**config.mk**
```make
export PLATFORM = sky130hd
export DESIGN_NAME = i2c_xfer_sequencer
export DESIGN_NICKNAME = d
export VERILOG_FILES = /design/src/rtl/i2c_xfer_sequencer.sv
export SDC_FILE = /design/constraint.sdc
export NUM_CORES = 1
export LEC_CHECK = 0
export CAP_MARGIN = 20
export CORE_ASPECT_RATIO = 1.1
export CORE_MARGIN = 2
export CORE_UTILIZATION = 62
export CTS_CLUSTER_SIZE = 40
export DETAILED_ROUTE_END_ITERATION = 8
export PLACE_DENSITY = 0.91
export SLEW_MARGIN = 0
export SYNTH_ARGS = -nofsm -noshare
export SYNTH_HDL_FRONTEND = slang
export SYNTH_SLANG_ARGS = --single-unit
```
**constraint.sdc**
```tcl
create_clock -name clock -period 4.2 [get_ports clock]
set_input_delay 0.63 -clock clock [delete_from_list [all_inputs] [get_ports clock]]
set_output_delay 0.63 -clock clock [all_outputs]
set_load 0.01 [all_outputs]
```
**src/rtl/i2c_xfer_sequencer.sv**
```systemverilog
// Request sequencer in front of the reduced I2C master: queues TX bytes, raises WR/RD,
// counts bytes off the master's bit strobes and captures read data into an RX FIFO.

module I2cXferFifo #(
    parameter int DEPTH = 8,
    parameter int WIDTH = 8
) (
    input  logic             clock,
    input  logic             reset,
    input  logic             push,
    input  logic [WIDTH-1:0] pushData,
    input  logic             pop,
    output logic [WIDTH-1:0] popData,
    output logic             full,
    output logic             empty
);
    localparam int AW = $clog2(DEPTH);

    logic [WIDTH-1:0] mem [DEPTH];
    logic [AW-1:0]    wrPtr_q;
    logic [AW-1:0]    rdPtr_q;
    logic [AW:0]      count_q;
    logic             doPush;
    logic             doPop;

    assign doPush  = push & ~full;
    assign doPop   = pop & ~empty;
    assign full    = (count_q == (AW+1)'(DEPTH));
    assign empty   = (count_q == '0);
    // Head reads as zero when empty so the visible data is clean after reset.
    assign popData = empty ? '0 : mem[rdPtr_q];

    always_ff @(posedge clock) begin
        if (reset) begin
            wrPtr_q <= '0;
            rdPtr_q <= '0;
            count_q <= '0;
        end else begin
            if (doPush) wrPtr_q <= wrPtr_q + AW'(1);
            if (doPop)  rdPtr_q <= rdPtr_q + AW'(1);
            case ({doPush, doPop})
                2'b10:   count_q <= count_q + (AW+1)'(1);
                2'b01:   count_q <= count_q - (AW+1)'(1);
                default: count_q <= count_q;
            endcase
        end
    end

    always_ff @(posedge clock) begin
        if (doPush) mem[wrPtr_q] <= pushData;
    end
endmodule

module i2c_xfer_sequencer #(
    parameter int TX_DEPTH      = 8,
    parameter int RX_DEPTH      = 8,
    parameter int DRAIN_TIMEOUT = 200000
) (
    input  logic       clock,
    input  logic       reset,
    input  logic       start,
    input  logic       dir,
    input  logic [7:0] byte_count,
    input  logic [7:0] tx_data,
    input  logic       tx_valid,
    output logic       tx_ready,
    output logic [7:0] rx_data,
    output logic       rx_valid,
    input  logic       rx_ready,
    output logic       busy,
    output logic       done,
    output logic       err_nack,
    output logic       err_underflow,
    output logic       err_overflow,
    output logic       err_timeout,
    output logic       WR,
    output logic       RD,
    output logic [7:0] wdata,
    input  logic [7:0] rdata,
    input  logic [3:0] main_state,
    input  logic [4:0] i2c_state,
    input  logic       scl_fallingedge,
    input  logic       ack_status
);
    typedef enum logic [2:0] {S_IDLE, S_ARM, S_XFER, S_DRAIN, S_DONE} state_t;

    localparam int            CW         = $clog2(DRAIN_TIMEOUT + 1);
    localparam logic [CW-1:0] DRAIN_LAST = CW'(DRAIN_TIMEOUT - 1);

    state_t        state_q, state_d;
    logic          dir_q, dir_d;
    logic [7:0]    count_q, count_d;
    logic [7:0]    bytesDone_q, bytesDone_d;
    logic          wr_q, wr_d, rd_q, rd_d;
    logic          errNack_q, errNack_d, errUnder_q, errUnder_d;
    logic          errOver_q, errOver_d, errTime_q, errTime_d;
    logic [CW-1:0] drainCnt_q, drainCnt_d;
    logic          txPop, txFull, txEmpty, rxPush, rxFull, rxEmpty;
    logic          evW7, evW8, evW0, evR8, evR0;

    assign evW7 = scl_fallingedge && main_state == 4'd4 && i2c_state == 5'd7;
    assign evW8 = scl_fallingedge && main_state == 4'd4 && i2c_state == 5'd8;
    assign evW0 = scl_fallingedge && main_state == 4'd4 && i2c_state == 5'd0;
    assign evR8 = scl_fallingedge && main_state == 4'd3 && i2c_state == 5'd8;
    assign evR0 = scl_fallingedge && main_state == 4'd3 && i2c_state == 5'd0;

    I2cXferFifo #(.DEPTH(TX_DEPTH), .WIDTH(8)) txFifo (
        .clock(clock), .reset(reset), .push(tx_valid), .pushData(tx_data),
        .pop(txPop), .popData(wdata), .full(txFull), .empty(txEmpty)
    );

    I2cXferFifo #(.DEPTH(RX_DEPTH), .WIDTH(8)) rxFifo (
        .clock(clock), .reset(reset), .push(rxPush), .pushData(rdata),
        .pop(rx_ready), .popData(rx_data), .full(rxFull), .empty(rxEmpty)
    );

    always_ff @(posedge clock) begin
        if (reset) begin
            state_q     <= S_IDLE;
            dir_q       <= 1'b0;
            count_q     <= '0;
            bytesDone_q <= '0;
            wr_q        <= 1'b0;
            rd_q        <= 1'b0;
            errNack_q   <= 1'b0;
            errUnder_q  <= 1'b0;
            errOver_q   <= 1'b0;
            errTime_q   <= 1'b0;
            drainCnt_q  <= '0;
        end else begin
            state_q     <= state_d;
            dir_q       <= dir_d;
            count_q     <= count_d;
            bytesDone_q <= bytesDone_d;
            wr_q        <= wr_d;
            rd_q        <= rd_d;
            errNack_q   <= errNack_d;
            errUnder_q  <= errUnder_d;
            errOver_q   <= errOver_d;
            errTime_q   <= errTime_d;
            drainCnt_q  <= drainCnt_d;
        end
    end

    always_comb begin
        state_d     = state_q;
        dir_d       = dir_q;
        count_d     = count_q;
        bytesDone_d = bytesDone_q;
        wr_d        = wr_q;
        rd_d        = rd_q;
        errNack_d   = errNack_q;
        errUnder_d  = errUnder_q;
        errOver_d   = errOver_q;
        errTime_d   = errTime_q;
        drainCnt_d  = '0;
        txPop       = 1'b0;
        rxPush      = 1'b0;
        case (state_q)
            S_IDLE: begin
                if (start) begin
                    dir_d       = dir;
                    count_d     = byte_count;
                    bytesDone_d = '0;
                    errNack_d   = 1'b0;
                    errUnder_d  = 1'b0;
                    errOver_d   = 1'b0;
                    errTime_d   = 1'b0;
                    if (byte_count == 8'd0) begin
                        state_d = S_DONE;
                    end else if (!dir && txEmpty) begin
                        errUnder_d = 1'b1;
                        state_d    = S_DONE;
                    end else begin
                        wr_d    = ~dir;
                        rd_d    = dir;
                        state_d = S_ARM;
                    end
                end
            end
            S_ARM: begin
                if (main_state != 4'd0) state_d = S_XFER;
            end
            S_XFER: begin
                if (!dir_q) begin
                    if (evW7) begin
                        txPop       = 1'b1;
                        bytesDone_d = bytesDone_q + 8'd1;
                    end
                    if (evW8 && ack_status) begin
                        errNack_d = 1'b1;
                        wr_d      = 1'b0;
                        state_d   = S_DRAIN;
                    end else if (evW0 && bytesDone_q == count_q) begin
                        wr_d    = 1'b0;
                        state_d = S_DRAIN;
                    end else if (evW0 && txEmpty) begin
                        errUnder_d = 1'b1;
                        wr_d       = 1'b0;
                        state_d    = S_DRAIN;
                    end
                end else begin
                    // A full RX drops the byte but the byte still counts toward byte_count.
                    if (evR8) begin
                        rxPush      = ~rxFull;
                        errOver_d   = errOver_q | rxFull;
                        bytesDone_d = bytesDone_q + 8'd1;
                    end
                    if (evR0 && bytesDone_q == count_q) begin
                        rd_d    = 1'b0;
                        state_d = S_DRAIN;
                    end
                end
            end
            S_DRAIN: begin
                if (main_state == 4'd0) begin
                    state_d = S_DONE;
                end else if (drainCnt_q == DRAIN_LAST) begin
                    errTime_d = 1'b1;
                    state_d   = S_DONE;
                end else begin
                    drainCnt_d = drainCnt_q + CW'(1);
                end
            end
            S_DONE:  state_d = S_IDLE;
            default: state_d = S_IDLE;
        endcase
    end

    always_comb begin
        busy = (state_q != S_IDLE);
        done = (state_q == S_DONE);
    end

    assign tx_ready      = ~txFull;
    assign rx_valid      = ~rxEmpty;
    assign WR            = wr_q;
    assign RD            = rd_q;
    assign err_nack      = errNack_q;
    assign err_underflow = errUnder_q;
    assign err_overflow  = errOver_q;
    assign err_timeout   = errTime_q;
endmodule
```
==> results.sh <==
export IMPL_critPathRequiredTime_ns=4.55
export IMPL_ys_ff_latch=198
export IMPL_final_common_cell="edfxtp_1"
export IMPL_endpoint_kind="flip-flop"
export IMPL_setup_violations_final=0
export IMPL_r2r_slack_ns=1.00
export IMPL_drc=0
export IMPL_die_h_microns=126
export IMPL_power_leakage_nw=3.18
export IMPL_core_area_sq_mm=0.0132
export IMPL_clk_pin_slew_ns=0.07
export IMPL_tightestPinTransition_ns=0.927
export IMPL_clock_sinks=198
export IMPL_track_usage_pct=25.1
export IMPL_post_cts_buffers=0
export IMPL_synth_nets=673
export IMPL_ys_flop_type="edfxtp_1"
export IMPL_syn_area_sq_mm=0.00837
export IMPL_reg2reg_from="state_q[1]$_SDFFE_PP0P_"
export IMPL_hold_buffers=0
export IMPL_crit_fanout=5
export IMPL_powerDensity_mw_per_mm2=430
export IMPL_rsz0062_at_grt="false"
export IMPL_finalMaxSlewViolations=0
export IMPL_finalPower_mw=4.20
export IMPL_ff_latch_area_sq_mm=0.00525
export IMPL_gp_congestion=0.880
export IMPL_fin_tns_setup_ns=0
export IMPL_path_class="input port to flip-flop"
export IMPL_synthArstFlopShare_pct=0
export IMPL_vias=5286
export IMPL_gr_total_overflow=0
export IMPL_outcome="finished clean"
export IMPL_cts_max_level=4
export IMPL_start_util_pct=63.4
export IMPL_skew_ns=0.0111
export IMPL_endpoint="txFifo.count_q[2]$_SDFFE_PP0P_"
export IMPL_dr_pass1_iters=6
export IMPL_multiInputGateArea_sq_mm=0.00298
export IMPL_hold_viol_final=0
export IMPL_critPathLaunch="main_state[1]"
export IMPL_arrival_ns=3.76
export IMPL_grt_pass1_wl_microns=27400
export IMPL_slew_headroom_pct=38.0
export IMPL_rows=44
export IMPL_final_antenna_net_count=0
export IMPL_area_growth_pct=16.7
export IMPL_critPathLaunchType="input port"
export IMPL_portBuffers=66
export IMPL_grt_pass1_vias=5465
export IMPL_cts_resized=0
export IMPL_cts_made_buffers=17
export IMPL_final_util_pct=74.0
export IMPL_drive_above_1_share_pct=12.7
export IMPL_antenna_diode_count=0
export IMPL_cts_root_buf="clkbuf_16"
export IMPL_hpwl_microns=11600
export IMPL_finalCriticalPeriod_ns=3.41
export IMPL_dieArea_sq_mm=0.0145
export IMPL_reg2regPathDepth=10
export IMPL_drt_initial_drc_count=459
export IMPL_dpl_instance_area_sq_mm=0.00922
export IMPL_fill_cells=823
export IMPL_postLayoutCellArea_sq_mm=0.00978
export IMPL_dieWidth_microns=115
export IMPL_wire_per_inst_microns=19.6
export IMPL_wl_microns=17000
export IMPL_antenna_found_initial=0
export IMPL_netlist_instances=620
export IMPL_holdPathStages=2
export IMPL_final_cell_mix="128 x edfxtp_1, 84 x nor2_1, 70 x dfxtp_1"
export IMPL_fmax_mhz=293
export IMPL_yosysUniqueCellTypes=55
export IMPL_whs_ns=0.474
export IMPL_vias_per_cell=6.10
export IMPL_ir_worst_vdd_uv=302
export IMPL_maxCapViolCount=0
export IMPL_clockBufferDepth=2
export IMPL_grt_max_degree=29
export IMPL_syn_avg_cell_area_sq_um=13.5
export IMPL_cts_tree="yes"
export IMPL_yosysWarnings=0
export IMPL_r2r_end="txFifo.count_q[2]$_SDFFE_PP0P_"
export IMPL_fin_nets=746
export IMPL_synth_edf_count=128
export IMPL_hp_class="flip-flop to flip-flop"
export IMPL_ys_seq_area_share_pct=62.6
export IMPL_finalCritPeriodShare_pct=81.2
export IMPL_clock_latency_ns=0.44
export IMPL_num_io_pins=67
## state kept, by name, indices dropped and copies added (netlist names), named ones only
| signal | count |
|---|---|
| dir_q | 1 |
| RD | 1 |
| count_q | 8 |
| txFifo.wrPtr_q | 3 |
| rxFifo.rdPtr_q | 3 |
| txFifo.count_q | 4 |
| txFifo.mem | 64 |
| err_overflow | 1 |
| rxFifo.count_q | 4 |
| drainCnt_q | 18 |
| txFifo.rdPtr_q | 3 |
| err_nack | 1 |
| bytesDone_q | 8 |
| WR | 1 |
| err_timeout | 1 |
| rxFifo.wrPtr_q | 3 |
| err_underflow | 1 |
| state_q | 3 |
| rxFifo.mem | 64 |
## critical path, stage by stage
cell and delay [ns]:
clkdlybuf4s50_1 0.48, nor4b_1 0.56, nand4_1 0.28, nor3_2 0.42
ha_1 0.32, xor2_1 0.21, ha_1 0.18, a21oi_1 0.05
xor2_1 0.16, or3_1 0.31, a21oi_1 0.15
## cell usage after synthesis (all sizes together), types with 7 or more instances
| cell type | number | share of area (%) |
|---|---|---|
| ha | 12 | 1.8 |
| clkbuf | 9 | 0.40 |
| xor2 | 26 | 2.7 |
| dfxtp | 70 | 17 |
| nand4 | 14 | 1.0 |
| edfxtp | 128 | 46 |
| nand3 | 14 | 0.84 |
| nand2 | 43 | 2.0 |
| o21ai | 12 | 0.76 |
| nor2 | 84 | 3.8 |
| buf | 17 | 1.0 |
| xnor2 | 17 | 1.8 |
| mux4 | 32 | 8.6 |
| nor3 | 12 | 0.84 |
| mux2i | 21 | 2.5 |
| a21oi | 27 | 1.6 |
| nor2b | 7 | 0.52 |
| inv | 7 | 0.31 |
| or3 | 7 | 0.52 |
## worst min-delay path by stage
| stage | start | end | slack [ns] |
|---|---|---|---|
| 2_1_floorplan | count_q[3]$_SDFFE_PP0P_ | count_q[3]$_SDFFE_PP0P_ | 0.45 |
| 3_3_place_gp | err_overflow$_SDFFE_PP0P_ | err_overflow$_SDFFE_PP0P_ | 0.46 |
| 3_5_place_dp | count_q[7]$_SDFFE_PP0P_ | count_q[7]$_SDFFE_PP0P_ | 0.46 |
| 4_1_cts | count_q[7]$_SDFFE_PP0P_ | count_q[7]$_SDFFE_PP0P_ | 0.47 |
| 5_1_grt | err_overflow$_SDFFE_PP0P_ | err_overflow$_SDFFE_PP0P_ | 0.51 |
| 6_report | count_q[2]$_SDFFE_PP0P_ | count_q[2]$_SDFFE_PP0P_ | 0.47 |
## metal layers
metal | GRT usage (%) | part of all wire, % | routed length (microns)
met1 | 29.6 | 39 | 6580
met4 | 10.2 | 2.7 | 467
met2 | 43.9 | 53 | 9020
met5 | 0 | 0 | 0
met3 | 6.26 | 5.4 | 923
## cell type report
cell class	instances	share of cell area, %
inverter	7	0.269
sequential	198	53.7
tap	161	2.06
multi-input combinational	389	30.5
timing repair buffer	80	7.83
clock inverter	14	1.27
clock buffer	18	4.39
## where the power goes
part / internal, mW / switching (mW)
logic: 0.198 / 0.283
registers: 2.12 / 0.0651
clock network: 0.824 / 0.710
total: 3.14 / 1.06
## cells by family (layout without fill, tap and decap cells)
group                    count (synthesis)  in the layout  share of synthesized area (%)
flip-flops                             198            198                           62.6
AO/OA/AOI/OAI                           57             57                           4.33
XOR/XNOR                                43             43                           4.50
multiplexers                            53             53                           11.1
adder cells (fa/ha/maj)                 12             12                           1.79
AND/OR/NAND/NOR                        224            224                           13.9
buffers and inverters                   33            119                           1.73
## stage by stage
step / cells / setup WS, ns
floorplan: 620 / 1.36
global placement: 835 / 0.646
detailed placement: 835 / 0.381
CTS: 867 / 0.811
global route: 867 / 0.612
finish: 867 / 0.792
Note: power is estimated with default switching activity, not from simulation.
